`config.mk`:
```
export PLATFORM = sky130hd
export DESIGN_NAME = bmem_arbiter
export DESIGN_NICKNAME = d
export VERILOG_FILES = /design/src/rtl/bmem_pkg.sv /design/src/rtl/bmem_arbiter_line_assembler.sv /design/src/rtl/bmem_arbiter.sv
export SDC_FILE = /design/constraint.sdc
export NUM_CORES = 2
export LEC_CHECK = 0
export ABC_AREA = 1
export CORE_AREA = 4 4 403 405
export DETAILED_ROUTE_END_ITERATION = 12
export DIE_AREA = 0 0 407 409
export GPL_TIMING_DRIVEN = 0
export SETUP_SLACK_MARGIN = 0.15
export SYNTH_ARGS = -nofsm -noshare
export SYNTH_HDL_FRONTEND = slang
export SYNTH_SLANG_ARGS = --single-unit
```
`constraint.sdc`:
```
create_clock -name clk -period 4.1 [get_ports clk]
set_clock_uncertainty 0.15 [all_clocks]
set_input_delay 0.41 -clock clk [delete_from_list [all_inputs] [get_ports clk]]
set_output_delay 0.41 -clock clk [all_outputs]
set_load 0.02 [all_outputs]
```
`src/rtl/bmem_pkg.sv`:
```
// Shared constants and types for the burst-memory arbiter.
// Line/beat geometry, FSM state and grant encodings.
package bmem_pkg;

  localparam int LINE_BITS = 256;
  localparam int BEAT_BITS = 64;
  localparam int BEATS     = 4;
  localparam int CNT_W     = 2;

  typedef enum logic [2:0] {
    ST_IDLE,
    ST_RD_REQ,
    ST_RD_DATA,
    ST_WR_BEAT,
    ST_RESP
  } arb_state_t;

  typedef enum logic {
    PORT_I,
    PORT_D
  } arb_port_t;

  function automatic logic [31:0] line_align(
    input logic [31:0] a
  );
    return a & ~32'h0000_001F;
  endfunction

endpackage

```
`src/rtl/bmem_arbiter_line_assembler.sv`:
```
// Beat counter plus line buffer, shared by read capture
// (insert beat k) and write beat selection (select beat k).
module line_assembler
  import bmem_pkg::*;
(
  input  logic                 clk,
  input  logic                 rst,
  input  logic                 load_i,
  input  logic [LINE_BITS-1:0] load_data_i,
  input  logic                 ins_i,
  input  logic [BEAT_BITS-1:0] ins_data_i,
  input  logic                 adv_i,
  output logic [LINE_BITS-1:0] fill_o,
  output logic [BEAT_BITS-1:0] beat_o,
  output logic                 last_o
);

  logic [LINE_BITS-1:0] buf_q;
  logic [CNT_W-1:0]     cnt_q;

  // Line with the incoming beat dropped into the current slot
  always_comb begin
    fill_o = buf_q;
    fill_o[cnt_q*BEAT_BITS +: BEAT_BITS] = ins_data_i;
  end

  assign beat_o = buf_q[cnt_q*BEAT_BITS +: BEAT_BITS];
  assign last_o = (cnt_q == CNT_W'(BEATS-1));

  // Buffer load / beat insert / counter advance
  always_ff @(posedge clk) begin
    if (rst) begin
      buf_q <= '0;
      cnt_q <= '0;
    end else if (load_i) begin
      buf_q <= load_data_i;
      cnt_q <= '0;
    end else if (ins_i) begin
      buf_q <= fill_o;
      cnt_q <= cnt_q + 1'b1;
    end else if (adv_i) begin
      cnt_q <= cnt_q + 1'b1;
    end
  end

endmodule

```
`src/rtl/bmem_arbiter.sv`:
```
// Arbitrates the 64-bit bmem port between I$ and D$ line traffic.
// One transaction at a time, round-robin on ties.
module bmem_arbiter
  import bmem_pkg::*;
(
  input  logic                 clk,
  input  logic                 rst,
  input  logic [31:0]          i_addr,
  input  logic                 i_read,
  output logic [LINE_BITS-1:0] i_rdata,
  output logic                 i_resp,
  input  logic [31:0]          d_addr,
  input  logic                 d_read,
  input  logic                 d_write,
  input  logic [LINE_BITS-1:0] d_wdata,
  output logic [LINE_BITS-1:0] d_rdata,
  output logic                 d_resp,
  output logic [31:0]          bmem_addr,
  output logic                 bmem_read,
  output logic                 bmem_write,
  output logic [BEAT_BITS-1:0] bmem_wdata,
  input  logic                 bmem_ready,
  input  logic [31:0]          bmem_raddr,
  input  logic [BEAT_BITS-1:0] bmem_rdata,
  input  logic                 bmem_rvalid
);

  arb_state_t state_q, state_d;
  arb_port_t  grant_q, grant_d;
  arb_port_t  last_q, last_d;
  logic       wr_q, wr_d;
  logic [31:0] addr_q, addr_d;
  logic [LINE_BITS-1:0] i_rdata_q, d_rdata_q;

  logic                 load;
  logic [LINE_BITS-1:0] load_data;
  logic                 ins;
  logic                 adv;
  logic [LINE_BITS-1:0] asm_fill;
  logic [BEAT_BITS-1:0] asm_beat;
  logic                 asm_last;
  logic                 i_req, d_req;

  assign i_req = i_read;
  assign d_req = d_read | d_write;

  line_assembler u_asm (
    .clk         (clk),
    .rst         (rst),
    .load_i      (load),
    .load_data_i (load_data),
    .ins_i       (ins),
    .ins_data_i  (bmem_rdata),
    .adv_i       (adv),
    .fill_o      (asm_fill),
    .beat_o      (asm_beat),
    .last_o      (asm_last)
  );

  // Arbitration and transaction sequencing
  always_comb begin
    state_d   = state_q;
    grant_d   = grant_q;
    last_d    = last_q;
    wr_d      = wr_q;
    addr_d    = addr_q;
    load      = 1'b0;
    load_data = '0;
    ins       = 1'b0;
    adv       = 1'b0;
    unique case (state_q)
      ST_IDLE: begin
        if (i_req || d_req) begin
          if (i_req && d_req)
            grant_d = (last_q == PORT_I) ? PORT_D : PORT_I;
          else
            grant_d = d_req ? PORT_D : PORT_I;
          if (grant_d == PORT_D) begin
            addr_d = line_align(d_addr);
            wr_d   = d_write;
          end else begin
            addr_d = line_align(i_addr);
            wr_d   = 1'b0;
          end
          load      = 1'b1;
          load_data = wr_d ? d_wdata : '0;
          state_d   = wr_d ? ST_WR_BEAT : ST_RD_REQ;
        end
      end
      ST_RD_REQ: begin
        if (bmem_ready) state_d = ST_RD_DATA;
      end
      ST_RD_DATA: begin
        if (bmem_rvalid && bmem_raddr == addr_q) begin
          ins = 1'b1;
          if (asm_last) state_d = ST_RESP;
        end
      end
      ST_WR_BEAT: begin
        if (bmem_ready) begin
          adv = 1'b1;
          if (asm_last) state_d = ST_RESP;
        end
      end
      ST_RESP: begin
        last_d  = grant_q;
        state_d = ST_IDLE;
      end
      default: state_d = ST_IDLE;
    endcase
  end

  // Control state registers
  always_ff @(posedge clk) begin
    if (rst) begin
      state_q <= ST_IDLE;
      grant_q <= PORT_I;
      last_q  <= PORT_I;
      wr_q    <= 1'b0;
      addr_q  <= '0;
    end else begin
      state_q <= state_d;
      grant_q <= grant_d;
      last_q  <= last_d;
      wr_q    <= wr_d;
      addr_q  <= addr_d;
    end
  end

  // Fill lines land on the final beat so they are valid with resp
  always_ff @(posedge clk) begin
    if (rst) begin
      i_rdata_q <= '0;
      d_rdata_q <= '0;
    end else if (ins && asm_last) begin
      if (grant_q == PORT_I) i_rdata_q <= asm_fill;
      else                   d_rdata_q <= asm_fill;
    end
  end

  assign i_rdata    = i_rdata_q;
  assign d_rdata    = d_rdata_q;
  assign i_resp     = (state_q == ST_RESP) && (grant_q == PORT_I);
  assign d_resp     = (state_q == ST_RESP) && (grant_q == PORT_D);
  assign bmem_read  = (state_q == ST_RD_REQ);
  assign bmem_write = (state_q == ST_WR_BEAT);
  assign bmem_addr  = (bmem_read || bmem_write) ? addr_q : '0;
  assign bmem_wdata = bmem_write ? asm_beat : '0;

endmodule
```
==> flow_summary.toml <==
[status]
status = "finished, final reports clean"

[synth]
synth_edf_count = 0
synthTopCellsByArea = "dfxtp_1 (39%), nor2_1 (15%), nand2_1 (14%)"
yosys.area.top_type = "dfxtp_1"
synth_seq_cells = 802
yosysTopAreaCellShare = 0.3901
synth_ff_type = "dfxtp_1"
total_standard_cell_area_after_synthesis_mm2 = 0.04116
asyncSetResetFlopFracSynth = 0
synth.distinct_cells = 31
synthesis.instances = 6806
ys.warnings.count = 0
synth_sequential_area_ratio = 0.3901
synthesis.area_per_instance_um2 = 6.048

[die]
design.portCount = 1035
die_h_um = 409
fp.coreArea_mm2 = 0.1584
initial_core_util = 0.2599
placementRows = 146
die_width_um = 407
fp.dieArea_mm2 = 0.1665

[clock_network]
numCtsBuffers = 101
latest_clock_arrival_within_the_worst_skew_pair_ns = 0.73
root_buffer = "clkbuf_16"
numClockSinks = 802
ctsHtreeMaxLevel = 3
cts.path.max_buffers = 3
postCtsHoldBufs = 0
tritoncts = "done"
clk_pin_slew_ns = 0.06

[global_route]
grt_use_total = 0.3117
grt_pass1_wl_mm = 363.3
grt_max_degree = 14
first_global_vias = 45980
antenna_found_initial = 112
globalRouteOverflowTotal = 0

[worst_setup_path]
path_common_cell = "nor2_1"
crit_chain = "inv_1 > clkbuf_8 > clkbuf_8 > clkbuf_4 > ha_1 > nor2_1 > nand3_4 > clkbuf_2 > o22ai_2 > nand2_1 > o21ai_0 > nor2_1 > nor2_1"
startpoint_type = "flip-flop"
ff2ff_setup_slack_ns = 0.11
crit_path_top_delay_cell = "clkbuf_2"
worst_ep_arrival_time_ns = 4.48
capturing_element_type_of_the_critical_path = "flip-flop"
timing.setup.critical_path_class = "reg2reg"
cp_peak_stage_delay_ns = 0.42
cp.required_ns = 4.60
worst-path-max-fanout = 12

[placement]
dp_hpwl_mm = 218.3
dpl_ws_ns = -2.776
placed_area_mm2 = 0.05403
io_buffer_count = 1019
placedCellCount = 9904
gp_congestion = 0.9922

[power]
p_int_mw = 18.02
p_per_area_mw_per_mm2 = 541.0
pwr-share-clk = 0.287
share_seq_of_total_power = 0.318
leakagePower_nw = 28.42
combPwrFrac = 0.395
max-vdd-ir-drop_mv = 0.3675
p_sw_mw = 13.93
power.total_mw = 31.95
p_sw_frac = 0.4360

[layout]
multi_input_gate_area_in_the_final_layout_mm2 = 0.02009
synthToLayoutAreaGrowth_pct = 43.49
mostFrequentLayoutCell = "nor2_1"
finish.instance_area_mm2 = 0.05906
regArea_mm2 = 0.01606
layout.cells.most_common_list = "nor2_1 (1647), nand2_1 (1504), inv_1 (1185)"
utilization_after_layout = 0.3729
n_fill_cell = 17130
layout_cells_excl_fill = 10140
drive_above_1_share = 0.07821
nNetsFinal = 8368

[sta]
finalMaxSlewViolations = 0
worst-slew-pin-transition_ns = 1.410
fin_ws_ns = 0.1117
slew-limit-headroom = 0.06021
min_period_over_period = 0.9728
rsz0062_at_grt = "true"
max_freq_ghz = 0.2507
final.min_clock_period_ns = 3.988
number_of_endpoints_failing_setup_at_the_final_stage = 0
hold_violation_count_in_the_final_report = 0

[hold_path]
holdCritPathClass = "in2reg"

[routing]
route.detailed.drc = 0
average_via_count_per_standard_cell = 4.855
num_vias = 49240
first_pass_iters = 9
wl_mm = 272.3
starting_drc_count_in_detailed_routing = 5107
average_wire_per_cell_in_the_routed_design_um = 26.85
antenna_viol_nets_final = 0

[flow_run]
cap_viol_max_count = 0
## cell families (layout without fill, tap and decap cells)
family	Yosys count	count (layout)	share of synthesized area
AOI/OAI and AO/OA	1150	1150	0.1578
other	1	57	0.00009111
DFF	802	802	0.3901
adders and majority gates	6	6	0.001824
xor gates and xnor gates	2	2	0.0004256
buffers and inverters	1651	2858	0.1574
and+or+nand+nor	3194	3194	0.2924
## final timing paths
check                      start               to  cells past startpoint
setup / recovery  u_asm.cnt_q[0]  u_asm.buf_q[23]                     13
setup reg to reg  u_asm.cnt_q[0]  u_asm.buf_q[23]                     13
hold reg to reg       addr_q[26]       addr_q[26]                      2
hold / removal        d_addr[18]       addr_q[18]                      3
## layer usage
| layer | up-vias | wire length, µm | track usage |
|---|---|---|---|
| met5 | - | 320 | 0 |
| met4 | 46 | 14090 | 0.1513 |
| li1 | 22880 | - | - |
| met1 | 23110 | 109300 | 0.3920 |
| met3 | 539 | 29040 | 0.09172 |
| met2 | 2663 | 119500 | 0.4857 |
## critical path: cells and delay by family (launching register included)
kind                       cells  cell delay [ns]
DFF                            1             0.37
buffers and inverters          5             1.50
AOI/OAI and AO/OA              2             0.60
adders and majority gates      1             0.37
and+or+nand+nor                5             0.86
## flip-flops by register name (all words and copies together), names as in the netlist
name and flops:
state_q 3, i_rdata 256, grant_q 1, u_asm.buf_q 256, last_q 1, addr_q 27, u_asm.cnt_q 2, d_rdata 256
## per-stage QoR
step / TNS [ns] / hold WS (ns)
2_1_floorplan: 0 / 0.3172
3_3_place_gp: -1371.12 / 0.3358
3_5_place_dp: -1446.60 / 0.3455
4_1_cts: 0 / 0.1429
5_1_grt: 0 / 0.2061
6_report: 0 / 0.2143
## power groups by stage
stage                     Sequential, mW  Combinational (mW)  Clock, mW
after floorplan                     9.91                6.57          0
after global placement              10.2                11.5          0
after detailed placement            10.2                11.6          0
after CTS                           10.1                12.1       9.31
after global routing                10.3                13.5       9.55
final                               10.2                12.6       9.17
## area by class of cell
type / instances / area share
antenna: 52 / 0.002203
buffer: 450 / 0.03582
clock buffer: 139 / 0.04927
clock inverter: 42 / 0.006271
inverter: 1201 / 0.07633
multi-input combinational: 4357 / 0.3402
sequential: 802 / 0.2718
tap: 2072 / 0.04389
timing repair buffer: 1026 / 0.1742
## cells in the mapped netlist, types with 2 or more instances
library cell / count
buf_6: 5
a21boi_0: 39
clkbuf_1: 251
nand4_1: 3
o32ai_1: 64
nand3_1: 16
buf_1: 18
buf_2: 167
nor2_2: 2
ha_1: 6
inv_2: 15
o21ai_1: 6
o2111ai_1: 27
o21ai_0: 601
dfxtp_1: 802
nand2_1: 1520
nor3_1: 2
nor2_1: 1648
inv_1: 1185
xnor2_1: 2
o21a_1: 23
buf_4: 9
a21oi_1: 196
o22ai_1: 192
## what timing repair did
action / CTS / global route
buffers inserted: 1 / 3
gates resized for setup: 276 / 150
setup endpoints to repair: 832 / 198
pin swaps: 4 / 4
Power figures use the tool's default switching activity.
